===== config.mk =====
export PLATFORM = sky130hd
export DESIGN_NAME = key_event_queue
export DESIGN_NICKNAME = d
export VERILOG_FILES = /design/src/rtl/key_event_queue.sv
export SDC_FILE = /design/constraint.sdc
export NUM_CORES = 1
export LEC_CHECK = 0
export ABC_AREA = 1
export BUFFER_PORTS_ARGS = -buffer_cell sky130_fd_sc_hd__buf_2
export CAP_MARGIN = 20
export CORE_MARGIN = 4
export CORE_UTILIZATION = 58
export CTS_CLUSTER_SIZE = 8
export DETAILED_ROUTE_END_ITERATION = 8
export PLACE_DENSITY = 0.78
export REMOVE_ABC_BUFFERS = 1
export SYNTH_ARGS = -nofsm -noshare
export SYNTH_HDL_FRONTEND = slang
export SYNTH_SLANG_ARGS = --single-unit
export TNS_END_PERCENT = 5

===== constraint.sdc =====
create_clock -name HCLK -period 2.83 [get_ports HCLK]
set_input_delay 0.566 -clock HCLK [delete_from_list [all_inputs] [get_ports HCLK]]
set_output_delay 0.566 -clock HCLK [all_outputs]
set_load 0.1 [all_outputs]

===== src/rtl/key_event_queue.sv =====
// rtl/key_event_queue.sv - 8-deep FIFO of key-column indices with pending-bit arbitration
// Presses latch into pending bits, drain lowest index first into the queue, and losses set a sticky flag.
module key_event_queue (
    input  logic       HCLK,
    input  logic       HRESETn,
    input  logic [7:0] key_interrupt,
    input  logic       rd_en,
    input  logic       clr_ovf,
    output logic [2:0] key_code,
    output logic       key_valid,
    output logic [3:0] fifo_count,
    output logic       overflow,
    output logic       irq
);

    logic [7:0] pending;
    logic [7:0] pending_next;
    logic [7:0] grant;
    logic [2:0] grant_idx;
    logic [2:0] mem [8];
    logic [2:0] wr_ptr;
    logic [2:0] rd_ptr;
    logic       push_ok;
    logic       push;
    logic       pop;
    logic       lost;
    logic       ovf_next;
    logic [3:0] count_next;

    always_comb begin
        grant_idx = 3'd0;
        for (int i = 7; i >= 0; i--) begin
            if (pending[i]) begin
                grant_idx = 3'(i);
            end
        end
        // A full queue still accepts a push when the head is popped in the same cycle.
        push_ok      = (fifo_count < 4'd8) | rd_en;
        push         = push_ok & (|pending);
        grant        = push ? (8'd1 << grant_idx) : 8'd0;
        pop          = rd_en & (fifo_count != 4'd0);
        lost         = |(key_interrupt & pending & ~grant);
        ovf_next     = lost | (overflow & ~clr_ovf);
        count_next   = fifo_count + {3'b000, push} - {3'b000, pop};
        pending_next = (pending & ~grant) | key_interrupt;
    end

    always_ff @(posedge HCLK or negedge HRESETn) begin
        if (!HRESETn) begin
            pending    <= 8'd0;
            wr_ptr     <= 3'd0;
            rd_ptr     <= 3'd0;
            fifo_count <= 4'd0;
            overflow   <= 1'b0;
            irq        <= 1'b0;
        end else begin
            pending    <= pending_next;
            fifo_count <= count_next;
            overflow   <= ovf_next;
            irq        <= (count_next != 4'd0) | ovf_next;
            if (push) begin
                wr_ptr <= wr_ptr + 3'd1;
            end
            if (pop) begin
                rd_ptr <= rd_ptr + 3'd1;
            end
        end
    end

    // Storage needs no reset; key_code is masked while the queue is empty.
    always_ff @(posedge HCLK) begin
        if (push) begin
            mem[wr_ptr] <= grant_idx;
        end
    end

    assign key_valid = (fifo_count != 4'd0);
    assign key_code  = key_valid ? mem[rd_ptr] : 3'd0;

endmodule

# Yosys cells after proc, flatten, opt, wreduce, memory -nomap -nowiden
# Memory sizes are Yosys's and may differ from the RTL's.
# Index checks and enable logic that the tools add are counted.
[totals]
regBits = 20
mem_bits_rw = 24
in_bits = 12
out_inout_bits = 10
word_cells = 41
n_memories = 1
[op_classes]
addsub = 4
magnitude_cmp = 1
n_shift = 1
muxes = 12
n_bitwise = 12
reduce_logical = 4
[memory_table]
columns = ["memory", "depth", "width", "rd", "rd_ports_with_merged_regs", "write_ports", "line_no", "rtl"]
rows = [
  ["mem", 8, 3, 1, 0, 1, "20", "logic [2:0] mem [8];"],
]
[op_table]
columns = ["operator", "count"]
rows = [
  ["2-to-1 mux 3 bit", 9],
  ["AND 8 bit", 3],
  ["OR reduction 8 bit", 2],
  ["2-to-1 mux 8 bit", 1],
  ["inverter 8 bit", 1],
  ["OR 8 bit", 1],
  ["nonzero test 4 bit", 2],
  ["left shift 1 x 3 -> 8 bit, first input constant", 1],
  ["adder 3 x 1 -> 3 bit, second input constant", 2],
  ["adder 4 x 1 -> 4 bit", 1],
  ["less-than comparator 4 bit, second input constant", 1],
  ["subtractor 4 x 1 -> 4 bit", 1],
  ["AND 1 bit", 3],
  ["OR 1 bit", 3],
  ["2-to-1 mux 1 bit", 2],
  ["inverter 1 bit", 1],
]

# Logic depth before layout (Yosys ltp)
# Gate-level depths: netlist of the first run.
[logic_depth]
word_depth = 15
ltp_mapped = 13
mapped_depth_nobuf = 13

# Worst setup path before layout of the first run
# No wires, ideal clock.
[synth_timing]
kind = "register to output"
start = "register fifo_count[2]"
end = "output key_code[0]"
arrival_ps = 3750
required_ps = 2264
slack_ps = -1486
stages_incl_launch_ff = 6
path_buffers = 0
cell_sequence = "dfrtp_1 -> inv_1 -> ha_1 -> nand2_1 -> o21ai_0 -> a31oi_1"
[synth_between]
elab_chain_len = 2
[synth_lines]
columns = ["element", "line_no", "rtl"]
rows = [
  ["start: declaration", "11", "output logic [3:0] fifo_count,"],
  ["start signal: assignment", "58", "fifo_count <= count_next;"],
  ["nonzero test 4 bit", "77", "assign key_valid = (fifo_count != 4'd0);"],
  ["net key_valid", "10", "output logic key_valid,"],
  ["2-to-1 mux 3 bit", "78", "assign key_code = key_valid ? mem[rd_ptr] : 3'd0;"],
  ["end: declaration", "9", "output logic [2:0] key_code,"],
]
# The timed path passes the listed nets, and every way through them passes these cells.

# Final worst setup path of the first run
[layout_timing]
start = "register pending[2]"
end = "register irq"
[layout_between]
word_cells_on_any_way = 16
classes_between = "2 x add/sub; 1 x shift; 4 x mux; 6 x bitwise; 3 x reduce/logical"
[layout_lines]
columns = ["element", "line_no", "rtl"]
rows = [
  ["start: declaration", "16", "logic [7:0] pending;"],
  ["start signal: assignment", "57", "pending <= pending_next;"],
  ["OR reduction 8 bit", "39", "push = push_ok & (|pending);"],
  ["AND 1 bit", "39", ""],
  ["adder 4 x 1 -> 4 bit", "44", "count_next = fifo_count + {3'b000, push} - {3'b000, pop};"],
  ["subtractor 4 x 1 -> 4 bit", "44", ""],
  ["net count_next[1]", "28", "logic [3:0] count_next;"],
  ["nonzero test 4 bit", "60", "irq <= (count_next != 4'd0) | ovf_next;"],
  ["OR 1 bit", "60", ""],
  ["end signal: assignment", "60", ""],
  ["end: declaration", "13", "output logic irq"],
]
# The timed path passes the listed nets, and every way through them passes these cells.
# A chain may end at the register's enable or synchronous reset.

==> metrics.md, run 1 <==
| Metric | Value |
|---|---|
| Status | `completed` |
| CTS sink cnt | `44` |
| Sw Share | `49.2%` |
| Starting density of the core | `61.8%` |
| Int Pwr | `1.44 mW` |
| CP peak stage delay | `0.43 ns` |
| Layout cell share with drive strength beyond 1 | `19.0%` |
| Max IR drop VDD | `0.000436 V` |
| Routed Antenna Nets | `0` |
| Seq/Total Area, Yosys | `57.4%` |
| Final Non-Filler Cells | `293` |
| Headroom to the max-slew limit | `62.7%` |
| Critical path startpoint category | `flip-flop` |
| Cell Rows | `21` |
| Synth top area cells | `edfxtp_1, dfrtp_1, nand2_1` |
| Port Buffer Count | `21` |
| Commonest cells after routing, fill and taps aside | `nand2_1, nor2_1, inv_1` |
| GRT Util Overall | `19.5%` |
| Share of the synthesized area in the top cell type | `33.9%` |
| Cell Pwr Density | `1180 nW/µm²` |
| Post-synth cell types | `27` |
| Remaining DRCs | `0` |
| Setup tns final | `0 ns` |
| GP Congestion | `0.784` |
| Setup Buffers After CTS | `0` |
| Sequential power share | `33.0%` |
| CTS buffer count | `5` |
| Worst-path clk slew | `0.08 ns` |
| Min-delay worst type | `input port to async pin` |
| Worst path buffer plus inverter count | `3` |
| NetSw | `1.40 mW` |
| Die W | `68.6 µm` |
| Setup Skew | `0.00783 ns` |
| Pre-antenna DRT Iters | `4` |
| Worst R2R Start | `pending[2]` |
| Slack of the critical path | `0.195 ns` |
| Via count | `1478` |
| Max FO, Critical Path | `4` |
| Worst-path cell chain | `nor2_4, inv_2, nor2_4, inv_1, o21ai_2, ha_1, inv_1, ha_1, fa_1, nor4_1, nand4_1` |
| HPWL Detailed | `2.97 mm` |
| Reg2Reg Setup Slack | `0.20 ns` |
| Slowest stage cell on the critical path | `dfrtp_1` |
| DR WL/cell | `13.4 µm` |
| Core Area | `3440 µm²` |
| R2r endpoint | `irq` |
| Largest net degree at the start of global routing | `21` |
| Mean Syn Cell Area | `9.71 µm²` |
| R2r worst-path depth | `11` |
| Clock Tree Root | `clkbuf_8` |
| Worst setup EP type | `flip-flop` |
| EDFF count, synth | `24` |
| Max-Cap Viols | `0` |
| Ant diodes | `0` |
| Placed Instance Area | `2290 µm²` |
| Final Hold Fails | `0` |
| Clock Path Buffers | `2` |
| Clk network pwr share | `16.6%` |
| Comb pwr share | `50.4%` |
| #FFs+latches synth | `44` |
| Critical Path RT | `2.98 ns` |
| # IOs | `22` |
| Vias per cell | `5.04` |
| CTS H-tree lvls | `2` |
| WS Path Type | `flip-flop to flip-flop` |
| RSZ-0062 raised after global routing | `false` |
| DP Cell Count | `285` |
| Synth warn | `0` |
| WL final | `3.94 mm` |
| Synthesis-to-layout area growth | `12.8%` |
| Final slew viol count | `0` |
| Post-synth top flop | `edfxtp_1` |
| Nets | `266` |
| Synth Instances | `219` |
| Cell family contributing the most delay on the critical path | `adder cells` |
| Crit path DAT | `2.78 ns` |
| Final setup vio count | `0` |
| Leakage | `1.08 nW` |
| First-pass GRT wire length | `6.64 mm` |
| Min Tclk post-route | `2.63 ns` |
| Die Area | `4700 µm²` |
| Die H | `68.6 µm` |
| Maximum clock rate | `380 MHz` |
| Grt total ovfl | `0` |
| Dominant cell type by area after synthesis | `edfxtp_1` |
| Async set-reset flop share out of synthesis | `45.5%` |
| Pre-CTS setup slack | `0.266 ns` |
| Clock latency on the worst-skew pair | `0.29 ns` |
| # hold bufs at CTS | `0` |
| 1st-iter DRT viols | `109` |
| Synth Cell Area | `2130 µm²` |
| Tcrit/Tclk final | `93.1%` |
| Vias in the first global route | `1390` |
| Post-route cell area | `2400 µm²` |
| Worst-Margin Slew | `0.559 ns` |
| Post-CTS sizing | `0` |
| CTS tree | `done` |
| Initial antenna violation count | `0` |
| Most common cell after layout, fill and taps aside | `nand2_1` |
-- worst reg2reg max path: stages (launching register included) --
cell and delay, ns:
dfrtp_1 0.43, nor2_4 0.18, inv_2 0.06, nor2_4 0.10, inv_1 0.08, o21ai_2 0.19
ha_1 0.26, inv_1 0.06, ha_1 0.17, fa_1 0.43, nor4_1 0.36, nand4_1 0.16
-- routing by layer --
| metal | wire length, µm | GRT usage [%] | up-vias |
|---|---|---|---|
| met5 | 0 | 0 | - |
| met4 | 23 | 3.72 | 0 |
| met3 | 159 | 4.38 | 5 |
| met2 | 1870 | 31.1 | 24 |
| met1 | 1880 | 27.6 | 679 |
| li1 | - | - | 770 |
-- power by group through the flow --
stage | Combinational, mW | Clock (mW) | Sequential [mW]
6_report | 1.43 | 0.473 | 0.937
5_1_grt | 1.57 | 0.509 | 0.957
4_1_cts | 1.45 | 0.475 | 0.938
3_5_place_dp | 1.43 | 0 | 0.953
3_3_place_gp | 1.41 | 0 | 0.948
2_1_floorplan | 0.939 | 0 | 1.16
-- flip-flops by register name, summed over array words and instances, names as in the netlist --
name	cells
rd_ptr	3
pending	8
fifo_count	4
irq	1
overflow	1
mem	24
wr_ptr	3
-- metrics by stage --
stage                     power [mW]  hold slack (ns)  util [%]
after floorplan                 2.10            0.270         -
after global placement          2.35            0.492      66.4
after detailed placement        2.39            0.498      66.4
after CTS                       2.86            0.230      69.7
after global routing            3.03            0.237      69.7
final                           2.84            0.212      69.7
-- logic make-up (layout without fill, tap and decap cells) --
kind of cell	Yosys count	count (layout)	share of synthesized area [%]
xor+xnor	5	5	2.06
compound gates	34	34	9.88
simple gates	94	94	19.5
buf+inv	34	62	6.12
fa+ha+maj	8	8	5.06
flops	44	44	57.4
-- cell usage after synthesis (3+ instances only) --
library cell,count
a21o_1,5
a31oi_1,3
dfrtp_1,20
edfxtp_1,24
ha_1,7
inv_1,29
inv_2,3
nand2_1,40
nand3_1,7
nor2_1,33
nor2_2,4
o21ai_0,17
o22ai_1,4
xor2_1,4
-- worst max-delay path by stage --
stage	start	endpoint	slack, ns	cells after the start
3_5_place_dp	rd_en	irq	0.27	10
3_3_place_gp	rd_en	irq	0.31	10
4_1_cts	pending[2]	irq	0.16	11
2_1_floorplan	fifo_count[2]	key_code[0]	-1.49	5
5_1_grt	pending[2]	irq	0.05	11
6_report	pending[2]	irq	0.20	11
-- layout make-up --
type / instances / area [µm²]
clock buffers: 5 / 68.8
clock inverters: 3 / 42.5
multi-input cells: 141 / 776
flip-flops and latches: 44 / 1220
repair buffers: 22 / 113
fillers: 270 / 1040
well taps: 46 / 57.6
inverters: 32 / 120
Note: power is estimated with default switching activity, not from simulation.
==> run 2, diff against run 1 <==
- CORE_UTILIZATION: 58 -> 60
- CTS_BUF_LIST: not set -> sky130_fd_sc_hd__clkbuf_8
- PLACE_DENSITY: 0.78 -> 0.8
==> run 2 against run 1 <==
Combinational power barely moved. Sequential share of layout area unchanged. Setup slack gained 0.065 ns. Largest power group unchanged. Non-clock buffer count unchanged. Clock skew about the same. Critical endpoint unchanged. Sequential power hardly changed. First-iteration DRC count down 30%. Sequential cell count is the same. Critical path depth is the same. Via count increased by 1.0%. Cell count unchanged. Total power rose by 0.14%.
==> metrics.md, run 2 (synthesis results as in run 1) <==
| Metric | Value |
|---|---|
| Int Pwr | `1.45 mW` |
| Most Crowded Layer GR | `met2` |
| Port Buffer Count | `21` |
| Remaining DRCs | `0` |
| DR WL/cell | `13.3 µm` |
| Reg with most FFs | `mem` |
| Final setup vio count | `0` |
| Sw Share | `49.1%` |
| Comb pwr share | `50.5%` |
| CTS tree | `done` |
| First-pass GRT wire length | `6.40 mm` |
| HPWL Detailed | `2.91 mm` |
| Clock latency on the worst-skew pair | `0.30 ns` |
| Worst-path cell chain | `nor2_4, inv_2, nor2_4, inv_1, o21ai_2, ha_1, inv_1, ha_1, fa_1, nor4_1, nand4_1` |
| Final slew viol count | `0` |
| # hold bufs at CTS | `0` |
| Setup Skew | `0.00782 ns` |
| Worst-path clk slew | `0.09 ns` |
| Util after Layout | `70.8%` |
| CTS H-tree lvls | `2` |
| Setup crit end | `irq` |
| CTS buffer count | `5` |
| WHS | `0.204 ns` |
| 1st-iter DRT viols | `76` |
| Sequential power share | `33.0%` |
| Vias in the first global route | `1432` |
| Initial antenna violation count | `0` |
| Min Tclk post-route | `2.57 ns` |
| Starting density of the core | `62.8%` |
| Global routing usage on met2 | `30.4%` |
| Nets | `266` |
| Maximum clock rate | `389 MHz` |
| Critical path startpoint category | `flip-flop` |
| Clock Tree Root | `clkbuf_8` |
| Cell Pwr Density | `1190 nW/µm²` |
| Die Area | `4560 µm²` |
| Headroom to the max-slew limit | `64.3%` |
| CP Depth | `11` |
| Worst path buffer plus inverter count | `3` |
| Clock Path Buffers | `2` |
| Worst setup EP type | `flip-flop` |
| Slowest stage cell on the critical path | `fa_1` |
| Clk network pwr share | `16.5%` |
| Post-route cell area | `2400 µm²` |
| R2r worst-path depth | `11` |
| R2r endpoint | `irq` |
| Ant diodes | `0` |
| Min-delay worst type | `input port to async pin` |
| WL final | `3.89 mm` |
| Pre-CTS setup slack | `0.189 ns` |
| Number of flip-flops in the largest register | `24` |
| RSZ-0062 raised after global routing | `false` |
| Pre-antenna DRT Iters | `4` |
| Vias per cell | `5.10` |
| Reg2Reg Setup Slack | `0.26 ns` |
| Leakage | `1.08 nW` |
| PnR Total Power | `2.85 mW` |
| Routed Antenna Nets | `0` |
| # IOs | `22` |
| Largest net degree at the start of global routing | `21` |
| Synthesis-to-layout area growth | `12.8%` |
| Final Hold Fails | `0` |
| Crit. Startpoint | `pending[2]` |
| Setup tns final | `0 ns` |
| Fill cells | `255` |
| Via count | `1493` |
| Commonest cells after routing, fill and taps aside | `nand2_1, nor2_1, inv_1` |
| Critical Path RT | `3.00 ns` |
| WS Path Type | `flip-flop to flip-flop` |
| Setup Buffers After CTS | `0` |
| Max-Cap Viols | `0` |
| Worst-Margin Slew | `0.536 ns` |
| Crit path DAT | `2.74 ns` |
| Most common cell after layout, fill and taps aside | `nand2_1` |
| Worst R2R Start | `pending[2]` |
| Tcrit/Tclk final | `90.8%` |
| DP Cell Count | `285` |
| Final Non-Filler Cells | `293` |
| Layout cell share with drive strength beyond 1 | `19.0%` |
| Max IR drop VDD | `0.000507 V` |
| Placed Instance Area | `2290 µm²` |
| Die W | `67.5 µm` |
| Status | `completed` |
| Biggest regs | `mem (24), pending (8), fifo_count (4)` |
| Cell family contributing the most delay on the critical path | `adder cells` |
| CP peak stage delay | `0.45 ns` |
| NetSw | `1.40 mW` |
| Cell Rows | `21` |
| Grt total ovfl | `0` |
| Met1 usage | `26.3%` |
| Routing usage on met3 | `4.99%` |
| GP Congestion | `0.802` |
| Post-CTS sizing | `0` |
| CTS sink cnt | `44` |
| Max FO, Critical Path | `4` |
| Die H | `67.5 µm` |
| Slack of the critical path | `0.261 ns` |
| Core Area | `3390 µm²` |
| GRT Util Overall | `19.2%` |
-- run 2: worst min path at each step --
stage | start | to | slack [ns] | cells after the start
final | HRESETn | rd_ptr[0] | 0.20 | 1
after detailed placement | pending[1] | pending[1] | 0.50 | 1
after CTS | HRESETn | rd_ptr[0] | 0.22 | 1
after floorplan | HRESETn | fifo_count[0] | 0.27 | 0
after global placement | pending[1] | pending[1] | 0.49 | 1
after global routing | HRESETn | rd_ptr[0] | 0.23 | 1
-- run 2: worst register-to-register path: stages (launching register included) --
cell	delay, ns
dfrtp_1	0.43
nor2_4	0.18
inv_2	0.06
nor2_4	0.10
inv_1	0.08
o21ai_2	0.19
ha_1	0.26
inv_1	0.06
ha_1	0.18
fa_1	0.45
nor4_1	0.34
nand4_1	0.13
-- run 2: power groups by stage --
stage / Combinational [mW] / Clock, mW / Sequential [mW]
2_1_floorplan: 0.939 / 0 / 1.16
3_3_place_gp: 1.40 / 0 / 0.949
3_5_place_dp: 1.43 / 0 / 0.955
4_1_cts: 1.45 / 0.480 / 0.940
5_1_grt: 1.57 / 0.507 / 0.954
6_report: 1.44 / 0.470 / 0.939
-- run 2: area by class of cell --
cell class                      instances  area (µm²)  area share [%]
Sequential cell                        44        1220            50.9
Multi-Input combinational cell        141         776            32.3
Inverter                               32         120            5.01
Timing Repair Buffer                   22         113            4.69
Clock buffer                            5        68.8            2.87
Tap cell                               46        57.6            2.40
Clock inverter                          3        42.5            1.77
-- run 2: per-layer routing --
layer	wire length (µm)	vias up
met5	0	-
met4	45	0
met3	190	7
met2	1800	31
met1	1850	686
li1	-	769
==> run 3, diff against run 2 <==
==> constraint.sdc (replaced) <==
create_clock -name HCLK -period 2.83 [get_ports HCLK]
set_input_delay 0.566 -clock HCLK [delete_from_list [all_inputs] [get_ports HCLK]]
set_output_delay 0.566 -clock HCLK [all_outputs]
set_load 0.01 [all_outputs]
==> run 3 against run 2 <==
Via count increased by 1.1%. Total power down 18%. Sequential cell count unchanged. Sequential share of layout area down 0.079 points. Sequential power about the same. Final area is 0.16% higher. Register-to-register slack worse by 0.04 ns. Fmax is 1.5% lower. Die area unchanged. Highest routed layer unchanged.
==> metrics.md, run 3 (synthesis results as in run 1) <==
| Metric | Value |
|---|---|
| Status | `completed` |
| Crit path DAT | `2.79 ns` |
| Most common cell after layout, fill and taps aside | `nand2_1` |
| Worst-Margin Slew | `0.517 ns` |
| Port Buffer Count | `21` |
| Final slew viol count | `0` |
| NetSw | `0.887 mW` |
| Post-CTS sizing | `0` |
| GP Congestion | `0.802` |
| Final setup vio count | `0` |
| Routed Antenna Nets | `0` |
| Vias in the first global route | `1462` |
| Die Area | `4560 µm²` |
| Min Tclk post-route | `2.61 ns` |
| Worst-path cell chain | `nor2_4, inv_2, nor2_4, inv_1, o21ai_2, ha_1, inv_1, ha_1, fa_1, nor4_1, nand4_1` |
| Fill cells | `254` |
| Worst-path clk slew | `0.09 ns` |
| # hold bufs at CTS | `0` |
| 1st-iter DRT viols | `84` |
| Via count | `1510` |
| Clock latency on the worst-skew pair | `0.30 ns` |
| Max-Cap Viols | `0` |
| Critical Path RT | `3.01 ns` |
| Pre-CTS setup slack | `0.152 ns` |
| HPWL Detailed | `3.00 mm` |
| Cell Pwr Density | `974 nW/µm²` |
| Final Hold Fails | `0` |
| Headroom to the max-slew limit | `65.5%` |
| Pre-antenna DRT Iters | `4` |
| Setup Skew | `0.00538 ns` |
| Cell family contributing the most delay on the critical path | `adder cells` |
| Commonest cells after routing, fill and taps aside | `nand2_1, nor2_1, inv_1` |
| Setup tns final | `0 ns` |
| Critical path startpoint category | `flip-flop` |
| Sequential power share | `40.2%` |
| Max IR drop VDD | `0.000368 V` |
| Maximum clock rate | `383 MHz` |
| Setup Buffers After CTS | `0` |
| Slowest stage cell on the critical path | `fa_1` |
| Nets | `266` |
| Die H | `67.5 µm` |
| Layout cell share with drive strength beyond 1 | `19.4%` |
| Number of flip-flops in the largest register | `24` |
| Min-delay worst type | `input port to async pin` |
| Biggest regs | `mem (24), pending (8), fifo_count (4)` |
| Area of the multi-input gates | `776 µm²` |
| Clock Path Buffers | `2` |
| Remaining DRCs | `0` |
| # IOs | `22` |
| Grt total ovfl | `0` |
| Int Pwr | `1.45 mW` |
| Largest net degree at the start of global routing | `21` |
| Starting density of the core | `62.8%` |
| WS Path Type | `flip-flop to flip-flop` |
| CTS buffer count | `5` |
| Vias per cell | `5.15` |
| WL final | `3.97 mm` |
| CP peak stage delay | `0.45 ns` |
| Die W | `67.5 µm` |
| Reg area | `1220 µm²` |
| Comb pwr share | `38.9%` |
| CTS H-tree lvls | `2` |
| Slack of the critical path | `0.221 ns` |
| Leakage | `1.08 nW` |
| GRT Util Overall | `20.3%` |
| First-pass GRT wire length | `6.54 mm` |
| DR WL/cell | `13.6 µm` |
| Initial antenna violation count | `0` |
| Worst path buffer plus inverter count | `3` |
| Clk network pwr share | `20.9%` |
| Tcrit/Tclk final | `92.2%` |
| Sw Share | `37.9%` |
| RSZ-0062 raised after global routing | `false` |
| CTS tree | `done` |
| Cell Rows | `21` |
| Max FO, Critical Path | `4` |
| CTS sink cnt | `44` |
| Synthesis-to-layout area growth | `12.9%` |
| Reg with most FFs | `mem` |
| Worst setup EP type | `flip-flop` |
| Ant diodes | `0` |
| Core Area | `3390 µm²` |
| Clock Tree Root | `clkbuf_8` |
run 3: cell types whose count changed in the layout (fill, tap and decap cells not counted), sizes merged:
cell / before / now
clkinv: 2 / 0
inv: 32 / 33
clkinvlp: 0 / 1
run 3: power groups by stage:
stage	Sequential, mW	Combinational [mW]	Clock, mW
final	0.942	0.911	0.488
after global routing	0.955	1.03	0.520
after CTS	0.940	0.919	0.499
after detailed placement	0.955	0.900	0
after global placement	0.947	0.851	0
after floorplan	0.961	0.599	0
run 3: worst paths after layout:
kind | startpoint | endpoint | slack [ns] | cells after the start
worst max-delay path | pending[2] | irq | 0.22 | 11
worst min-delay path | HRESETn | rd_ptr[1] | 0.20 | 1
worst max register to register | pending[2] | irq | 0.22 | 11
worst min register to register | pending[1] | pending[1] | 0.51 | 1
max in group asynchronous | HRESETn | wr_ptr[0] | 2.31 | 1
min in group HCLK | key_interrupt[4] | pending[4] | 0.45 | 2
run 3: metal layers:
| layer | routed length (µm) | vias to the layer above | global-route usage, % |
|---|---|---|---|
| met5 | 0 | - | 0 |
| met4 | 93 | 0 | 9.11 |
| li1 | - | 765 | - |
| met2 | 1840 | 43 | 31.6 |
| met1 | 1810 | 694 | 26.4 |
| met3 | 229 | 8 | 5.66 |
run 3: metrics by stage:
stage               utilization (%)  instance area (µm²)  power, mW  hold slack, ns  std cells
floorplan                         -                 2120       1.56           0.270        217
global placement               67.5                 2290       1.80           0.492        285
detailed placement             67.5                 2290       1.85           0.497        285
CTS                            70.9                 2400       2.36           0.204        293
global route                   70.9                 2400       2.51           0.221        293
finish                         70.9                 2400       2.34           0.201        293
run 3: final cells by class:
class	count	share of cell area, %
clock buffers	5	2.86
clock inverters	3	1.93
inverters	32	5.00
multi-input cells	141	32.3
flip-flops and latches	44	50.8
well taps	46	2.40
repair buffers	22	4.69
